[config.mk]
export PLATFORM = sky130hd
export DESIGN_NAME = ones_count_ctrl_flat
export DESIGN_NICKNAME = d
export VERILOG_FILES = /design/src/rtl/ones_pkg.sv /design/src/rtl/ones_count_ctrl_if.sv /design/src/rtl/ones_count_ctrl_shifter_nb.sv /design/src/rtl/ones_count_ctrl.sv /design/src/flat_wrapper.sv
export SDC_FILE = /design/constraint.sdc
export NUM_CORES = 1
export LEC_CHECK = 0
export CORE_MARGIN = 2
export CORE_UTILIZATION = 45
export CTS_CLUSTER_SIZE = 25
export DETAILED_ROUTE_END_ITERATION = 10
export GPL_ROUTABILITY_DRIVEN = 0
export GPL_TIMING_DRIVEN = 1
export PLACE_DENSITY = 0.73
export REMOVE_ABC_BUFFERS = 1
export SKIP_CTS_REPAIR_TIMING = 1
export SLEW_MARGIN = 20
export SYNTH_ARGS = -nofsm -noshare
export SYNTH_HDL_FRONTEND = slang
export SYNTH_SLANG_ARGS = --single-unit
export TNS_END_PERCENT = 50
[constraint.sdc]
create_clock -name i_clk -period 1.4 [get_ports i_clk]
set_input_delay 0.28 -clock i_clk [delete_from_list [all_inputs] [get_ports i_clk]]
set_output_delay 0.28 -clock i_clk [all_outputs]
set_load 0.02 [all_outputs]
[src/rtl/ones_pkg.sv]
// Shared definitions for the ones-count controller: FSM state encodings and
// the constant log2 helper used to size the count.
package ones_pkg;

  typedef enum logic [1:0] {
    S_IDLE  = 2'd0,
    S_SHIFT = 2'd1,
    S_DONE  = 2'd2
  } state_t;

  // Ceiling log2. CW = clog2(N+1) holds any count from 0 to N.
  function automatic int clog2(input int value);
    int result;
    int rem;
    result = 0;
    rem    = value - 1;
    while (rem > 0) begin
      result = result + 1;
      rem    = rem >> 1;
    end
    return result;
  endfunction

endpackage

[src/rtl/ones_count_ctrl_if.sv]
// Start/busy/done handshake between the OneCounter datapath and the
// ones-count controller.
interface ones_count_ctrl_if #(
  parameter int N = 8
) ();
  localparam int CW = ones_pkg::clog2(N + 1);

  logic          i_start;
  logic [N-1:0]  i_data;
  logic          o_busy;
  logic          o_done;
  logic [CW-1:0] o_count;

  modport master (
    output i_start,
    output i_data,
    input  o_busy,
    input  o_done,
    input  o_count
  );

  modport slave (
    input  i_start,
    input  i_data,
    output o_busy,
    output o_done,
    output o_count
  );
endinterface

[src/rtl/ones_count_ctrl_shifter_nb.sv]
// n-bit loadable bidirectional shifter with active-low parallel load and
// asynchronous active-low clear.
module shifter_nb #(
  parameter int n = 8
) (
  input  logic         i_clk,
  input  logic         i_clr_,
  input  logic         i_load_,
  input  logic         i_leftRight,
  input  logic         i_shiftIn,
  input  logic [n-1:0] i_data,
  output logic [n-1:0] o_q
);

  always_ff @(posedge i_clk or negedge i_clr_) begin
    if (!i_clr_) begin
      o_q <= '0;
    end else if (!i_load_) begin
      o_q <= i_data;
    end else if (!i_leftRight) begin
      o_q <= {o_q[n-2:0], i_shiftIn};
    end else begin
      o_q <= {i_shiftIn, o_q[n-1:1]};
    end
  end

endmodule

[src/rtl/ones_count_ctrl.sv]
// Ones-count sequencing controller: loads the operand into shifter_nb and
// accumulates the MSB once per clock. Optional build macro: ONES_EARLY_EXIT_EN.
//
// state   | meaning
// S_IDLE  | wait for a start
// S_SHIFT | shift and accumulate, one bit per clock
// S_DONE  | one cycle; o_count holds the new result, o_done high
module ones_count_ctrl
  import ones_pkg::*;
#(
  parameter int N = 8
) (
  input  logic              i_clk,
  input  logic              i_clr_,
  ones_count_ctrl_if.slave  bus
);

  localparam int CW = clog2(N + 1);

  state_t        state;
  state_t        state_nxt;
  logic [N-1:0]  shift_q;
  logic [CW-1:0] acc;
  logic [CW-1:0] bit_cnt;
  logic [CW-1:0] count_r;
  logic [CW-1:0] acc_sum;
  logic          accept;
  logic          last_shift;

  assign accept  = bus.i_start & ((state == S_IDLE) | (state == S_DONE));
  assign acc_sum = acc + CW'(shift_q[N-1]);

`ifdef ONES_EARLY_EXIT_EN
  // Looking ahead at the bits below the MSB lets the final add and the exit
  // share one cycle, so a word whose lowest set bit is k from the MSB
  // finishes in k+2 cycles.
  assign last_shift = (bit_cnt == CW'(N - 1)) | (shift_q[N-2:0] == '0);
`else
  assign last_shift = (bit_cnt == CW'(N - 1));
`endif

  shifter_nb #(.n(N)) u_shifter (
    .i_clk       (i_clk),
    .i_clr_      (i_clr_),
    .i_load_     (~accept),
    .i_leftRight (1'b0),
    .i_shiftIn   (1'b0),
    .i_data      (bus.i_data),
    .o_q         (shift_q)
  );

  always_ff @(posedge i_clk or negedge i_clr_) begin
    if (!i_clr_) begin
      state <= S_IDLE;
    end else begin
      state <= state_nxt;
    end
  end

  always_comb begin
    state_nxt = state;
    case (state)
      S_IDLE:  if (accept) state_nxt = S_SHIFT;
      S_SHIFT: if (last_shift) state_nxt = S_DONE;
      S_DONE:  state_nxt = bus.i_start ? S_SHIFT : S_IDLE;
      default: state_nxt = S_IDLE;
    endcase
  end

  // o_count is written on the edge entering S_DONE so it is valid alongside o_done.
  always_ff @(posedge i_clk or negedge i_clr_) begin
    if (!i_clr_) begin
      acc     <= '0;
      bit_cnt <= '0;
      count_r <= '0;
    end else if (accept) begin
      acc     <= '0;
      bit_cnt <= '0;
    end else if (state == S_SHIFT) begin
      acc     <= acc_sum;
      bit_cnt <= bit_cnt + CW'(1);
      if (last_shift) begin
        count_r <= acc_sum;
      end
    end
  end

  assign bus.o_busy  = (state == S_SHIFT);
  assign bus.o_done  = (state == S_DONE);
  assign bus.o_count = count_r;

endmodule

[src/flat_wrapper.sv]
// flat-port wrapper written by rule: the top's interface ports become plain ports
module ones_count_ctrl_flat import ones_pkg::*;
#(
  parameter int N = 8
)
  (i_clk, i_clr_, bus_i_start, bus_i_data, bus_o_busy, bus_o_done, bus_o_count);
  ones_count_ctrl_if #(.N(N)) bus_i ();
  input  logic i_clk;
  input  logic i_clr_;
  input wire logic [$bits(bus_i.i_start)-1:0] bus_i_start;
  input wire logic [$bits(bus_i.i_data)-1:0] bus_i_data;
  output wire logic [$bits(bus_i.o_busy)-1:0] bus_o_busy;
  output wire logic [$bits(bus_i.o_done)-1:0] bus_o_done;
  output wire logic [$bits(bus_i.o_count)-1:0] bus_o_count;
  assign bus_i.i_start = bus_i_start;
  assign bus_i.i_data = bus_i_data;
  assign bus_o_busy = bus_i.o_busy;
  assign bus_o_done = bus_i.o_done;
  assign bus_o_count = bus_i.o_count;
  ones_count_ctrl #(.N(N)) u_core (.i_clk(i_clk), .i_clr_(i_clr_), .bus(bus_i));
endmodule
==> metrics.txt, run 1 <==
Antenna diodes 0; Avg Cell Area, Syn approximately 12 sq um; crit path launch type flip-flop; Congestion Overflow GR 0; Final Critical Period 1.45 ns; worst skew pair latency 0.31 ns; Rows 16; Setup Viol. Count Final 4; core area between 0.0015 and 0.002 sq mm; max_cap viols 0; Reg2Reg Launch Point u_core.state[1]; power share of the combinational group between 40% and 50%; Clock Power Share between 10% and 20%; status finished, violations left; Pwr Density a little over 2000 mW/mm^2; Setup crit start u_core.state[1]; die width 49.6 um; unique cell type count in the Yosys netlist 19; capture point of the worst reg-to-reg path u_core.bus.o_count[0]; worst min-delay path category in2async; VDD IR max between 1 and 1.5 mV; Area Overhead vs Synth 31.1%; Crit. End Element flip-flop; Max Buffers Root-to-Sink 2; nets@finish roughly 120; Fin. Hold Viols 0; flops & latches, synth 22; Seq/Total Area, Yosys between 50% and 60%; First-pass DRT Iterations 2; initial antenna violation count 0; CP Cell Sequence nand2b_4 > buf_4 > nor3_4 > mux2_2; FF-to-FF setup slack -0.05 ns; failing checks negative setup slack; vias in the first global route 719; WL final around 1.7 mm; first-pass GRT wire length 2.99 mm; Highest Clock Rate ~700 MHz; Ys Warns 0; Worst Path Max Fanout 5; IO Count 17; Setup WS post-layout -0.0524 ns; unrepaired setup endpoints after global routing true; Psw 0.856 mW; TritonCTS clock tree built; Placed Instance Area roughly 0.0012 sq mm; H-Tree Depth 1; Die Ht slightly below 50 um; part of the power in registers 42.0%; total CTS buffers 3; via/cell ratio just under 5; cell area after synthesis approximately 930 sq um; Switching Share 34.5%; number of port buffers 16; ratio of cells with drive above 1 in the final layout around 22%; Int Pwr between 1.5 and 2 mW; TritonCTS Sinks 22; Reg2Reg Depth 4; dpl hpwl approximately 1.3 mm; Placed Cells incl. Taps between 100 and 150; Initial Util a little under half; WP data arrival around 1.7 ns; Worst Tran Pin Value roughly 0.35 ns; Worst-path clk slew roughly 0.12 ns; final setup skew 0.00704 ns; Place WS -0.105 ns; Detail Route Antenna Nets 0; max-slew violations 0; DR vias around 650; total design power ~2.5 mW; die footprint roughly 0.0025 sq mm; CP Capture Point u_core.bus.o_count[0]; fin crit share 104%; Root Buffer clkbuf_4; cell count after synthesis between 80 and 90; Leakage about 0.65 nW; drt drc 0; DR iter-0 viols 4; post-route cell area ~0.0012 sq mm; worst setup path class reg2reg; non-filler cells, final between 100 and 150; largest net degree at the start of global routing 23; post-DR wirelength/cell roughly 12 um; global-route usage over all layers 16.6%; WP data required 1.61 ns; Critical-path top delay cell dfrtp_1; delay of the slowest critical-path stage roughly 0.4 ns; Relative slew margins approximately three quarters
## power groups by stage
stage	Sequential, mW	Combinational, mW	Clock (mW)
2_1_floorplan	1.10	0.581	0
3_3_place_gp	1.04	1.10	0
3_5_place_dp	1.06	1.13	0
4_1_cts	1.05	1.14	0.355
5_1_grt	1.08	1.22	0.385
6_report	1.04	1.09	0.350
## flip-flops by register name, summed over array words and instances, names as in the netlist
name                  cells
u_core.acc                4
u_core.bit_cnt            4
u_core.bus.o_count        4
u_core.state              2
u_core.u_shifter.o_q      8
## logic make-up after synthesis
group | count (synthesis) | synth area share [%]
and+or+nand+nor | 36 | 18.5
DFF | 22 | 58.9
muxes | 9 | 10.4
AOI/OAI and AO/OA | 6 | 4.82
buffers and inverters | 3 | 1.47
adders and majority gates | 3 | 4.02
xor gates and xnor gates | 2 | 1.87
## synthesized netlist by cell type (all sizes together)
master | instances | area (sq um)
o21ai | 2 | 10.0
nor2 | 1 | 3.75
a22o | 4 | 35.0
xor2 | 1 | 8.76
buf | 2 | 10.0
inv | 1 | 3.75
ha | 3 | 37.5
and2 | 1 | 6.26
nor2b | 2 | 12.5
nand3 | 2 | 10.0
mux2 | 6 | 67.6
nand2 | 26 | 97.6
nand4 | 1 | 6.26
dfrtp | 22 | 551
nand2b | 2 | 20.0
xnor2 | 1 | 8.76
mux2i | 3 | 30.0
nor3 | 1 | 16.3
## routing by layer
metal  routed length [um]  track usage [%]  vias to the layer above
met5                    0                0                        -
met4                   66             13.9                        0
met3                   61             3.33                        6
met2                  784             25.1                       14
met1                  764             20.2                      309
li1                     -                -                      324
## worst max-delay path: cells and delay by family (launching register included)
family	cells	cell delay, ns
multiplexers	1	0.38
AND/OR/NAND/NOR	2	0.45
buffers and inverters	1	0.14
flip-flops	1	0.39
## through the flow
stage               TNS, ns  utilization (%)  hold WS (ns)
global placement     -0.389             60.5         0.424
finish               -0.192             62.4         0.294
CTS                   -1.68             62.3         0.299
detailed placement   -0.510             60.5         0.432
global route         -0.562             62.4         0.329
floorplan                 0                -       -0.0156
## worst min-delay path by stage
stage	end	slack, ns	from
global route	u_core.bit_cnt[1]	0.33	i_clr_
detailed placement	u_core.u_shifter.o_q[3]	0.43	u_core.u_shifter.o_q[2]
global placement	u_core.u_shifter.o_q[1]	0.42	u_core.u_shifter.o_q[0]
finish	u_core.bit_cnt[1]	0.29	i_clr_
CTS	u_core.acc[2]	0.30	i_clr_
floorplan	u_core.acc[0]	-0.02	i_clr_
## final cells by class
type	instances	area (sq um)
fillers	175	737
flip-flops and latches	22	551
multi-input cells	56	370
repair buffers	25	230
clock buffers	4	36.3
well taps	27	33.8
inverters	1	3.75
## placed cells by master (no fill, tap or decap), drive strengths merged
master,instances
nand2,26
dfrtp,22
buf,11
clkdlybuf4s50,10
mux2,6
a22o,4
dlymetal6s2s,4
clkbuf,4
mux2i,3
ha,3
nor2b,2
nand3,2
o21ai,2
nand2b,2
inv,1
and2,1
nor2,1
nor3,1
xor2,1
xnor2,1
nand4,1
Note: power is estimated with default switching activity, not from simulation.
==> run 2, diff against run 1 <==
--- a/config.mk
+++ b/config.mk
@@ -6,16 +6,15 @@
 export NUM_CORES = 1
 export LEC_CHECK = 0
 export CORE_MARGIN = 2
-export CORE_UTILIZATION = 45
+export CORE_UTILIZATION = 53
 export CTS_CLUSTER_SIZE = 25
 export DETAILED_ROUTE_END_ITERATION = 10
 export GPL_ROUTABILITY_DRIVEN = 0
 export GPL_TIMING_DRIVEN = 1
-export PLACE_DENSITY = 0.73
+export PLACE_DENSITY = 0.81
 export REMOVE_ABC_BUFFERS = 1
 export SKIP_CTS_REPAIR_TIMING = 1
 export SLEW_MARGIN = 20
 export SYNTH_ARGS = -nofsm -noshare
 export SYNTH_HDL_FRONTEND = slang
 export SYNTH_SLANG_ARGS = --single-unit
-export TNS_END_PERCENT = 50
==> constraint.sdc (replaced) <==
create_clock -name i_clk -period 1.8 [get_ports i_clk]
set_input_delay 0.36 -clock i_clk [delete_from_list [all_inputs] [get_ports i_clk]]
set_output_delay 0.36 -clock i_clk [all_outputs]
set_load 0.02 [all_outputs]
==> run 2 against run 1 <==
  * Core utilization increased by 6.1 points
  * Wire length shrank 8.8%
  * Register-to-register slack gained 0.41 ns
  * The flow now finishes without violations
  * Total power decreased by 28%
  * Clock skew is 0.00052 ns higher
  * Sequential power decreased by 20%
  * Worst hold slack improved by 0.096 ns
  * Largest power group is now registers
  * First-iteration DRC count grew to 3.8 times the previous value
  * Flip-flop and latch count stayed put
  * Final cell count decreased by 13%
  * Die area decreased by 14%
  * Setup slack improved by 0.22 ns
==> metrics.txt, run 2 (synthesized netlist as in run 1, its figures left out) <==
status finished, final reports clean; TritonCTS clock tree built; total CTS buffers 3; Final Critical Period 1.64 ns; vias in the first global route 647; die footprint between 0.002 and 0.0025 sq mm; Leakage 0.583 nW; GR Util met1 between 20 and 25%; Highest Clock Rate between 600 and 700 MHz; number of port buffers 16; Reg2Reg Depth 4; core area about 0.0017 sq mm; WP data arrival around 1.3 ns; commonest non-fill, non-tap cell in the layout nand2_1; Root Buffer clkbuf_4; Antenna diodes 0; busiest grt layer met2; IO Count 17; worst setup path class reg2out; nets@finish 117; Worst Tran Pin Value about 0.34 ns; Max Buffers Root-to-Sink 2; Pwr Density between 1500 and 2000 mW/mm^2; Final Hold Slack 0.390 ns; post-DR wirelength/cell 13.0 um; Die Ht 46.0 um; WL final between 1.5 and 2 mm; First-pass DRT Iterations 4; Crit. End Element output port; Worst Path Max Fanout 2; Rows 15; die width ~46 um; max_cap viols 0; CP Buf/Inv Count 1; unrepaired setup endpoints after global routing false; fin crit share about nine tenths; drt drc 0; DR vias just over 600; global-route usage over all layers between 10% and 20%; met3 usage in global routing 6.35%; Setup Viol. Count Final 0; WP data required around 1.4 ns; Relative slew margins between 70 and 80%; first-pass GRT wire length roughly 2.8 mm; commonest cells after routing, fill and taps aside nand2_1, dfrtp_1, clkdlybuf4s50_1; H-Tree Depth 1; worst min-delay path category in2async; Congestion Overflow GR 0; delay of the slowest critical-path stage about 0.61 ns; fillcell total roughly 130; initial antenna violation count 0; Fin. Hold Viols 0; stages on the worst setup path 1; final setup skew 0.00757 ns; crit path launch type flip-flop; grt met2 use 29.4%; DR iter-0 viols 15; worst skew pair latency ~0.30 ns; largest net degree at the start of global routing 23; dpl hpwl between 1 and 1.5 mm; VDD IR max about 0.96 mV; via/cell ratio around 5.2; TritonCTS Sinks 22; Critical-path top delay cell clkdlybuf4s50_1; final setup TNS 0 ns; most flop-heavy register u_core.u_shifter.o_q; Area Overhead vs Synth 23.8%; Detail Route Antenna Nets 0; ratio of cells with drive above 1 in the final layout between 10% and 20%; Initial Util between 50% and 60%; max-slew violations 0; critical path's top delay family buffers and inverters; CP Cell Sequence clkdlybuf4s50_1; max reg flops 8; Worst-path clk slew ~0.11 ns
## run 2: changes by cell type in the layout (fill, tap and decap cells not counted), sizes merged
cell / change
clkdlybuf4s50: +4
buf: -8
dlymetal6s2s: -2
clkbuf: -1
## run 2: path summary, 6_finish.rpt
check | from | end | slack [ns]
setup / recovery | u_core.bus.o_count[2] | bus_o_count[2] | 0.16
hold reg to reg | u_core.u_shifter.o_q[2] | u_core.u_shifter.o_q[3] | 0.46
setup reg to reg | u_core.bit_cnt[0] | u_core.bus.o_count[1] | 0.36
min in group i_clk | u_core.u_shifter.o_q[2] | u_core.u_shifter.o_q[3] | 0.46
hold / removal | i_clr_ | u_core.u_shifter.o_q[4] | 0.39
max in group asynchronous | i_clr_ | u_core.state[0] | 1.18
## run 2: final cells by class
cell class / count / area, sq um / share of cell area (%)
clock buffers: 3 / 22.5 / 1.95
inverters: 1 / 3.75 / 0.324
multi-input cells: 56 / 370 / 32.0
flip-flops and latches: 22 / 552 / 47.7
well taps: 17 / 21.3 / 1.84
repair buffers: 19 / 188 / 16.2
## run 2: power breakdown
group          internal [mW]  switching [mW]  leakage, nW
Sequential             0.698           0.132        0.279
Combinational          0.386           0.374        0.291
Clock                 0.0779           0.130       0.0138
## run 2: metal layers
metal  part of all wire, %  vias to the layer above  wire, um
met5                     0                        -         0
met4                   1.2                        0        18
met3                   4.8                        2        74
met2                    51                       14       777
met1                    43                      288       658
li1                      -                      312         -
## run 2: metrics by stage
stage | util [%] | area [sq um] | std cells | total power, mW | worst slack [ns]
2_1_floorplan | - | 925 | 79 | 1.31 | 0.502
3_3_place_gp | 66.8 | 1130 | 115 | 1.57 | 0.216
4_1_cts | 68.1 | 1150 | 118 | 1.82 | -0.118
5_1_grt | 68.5 | 1160 | 118 | 1.95 | 0.100
3_5_place_dp | 66.8 | 1130 | 115 | 1.61 | 0.213
6_report | 68.5 | 1160 | 118 | 1.80 | 0.163
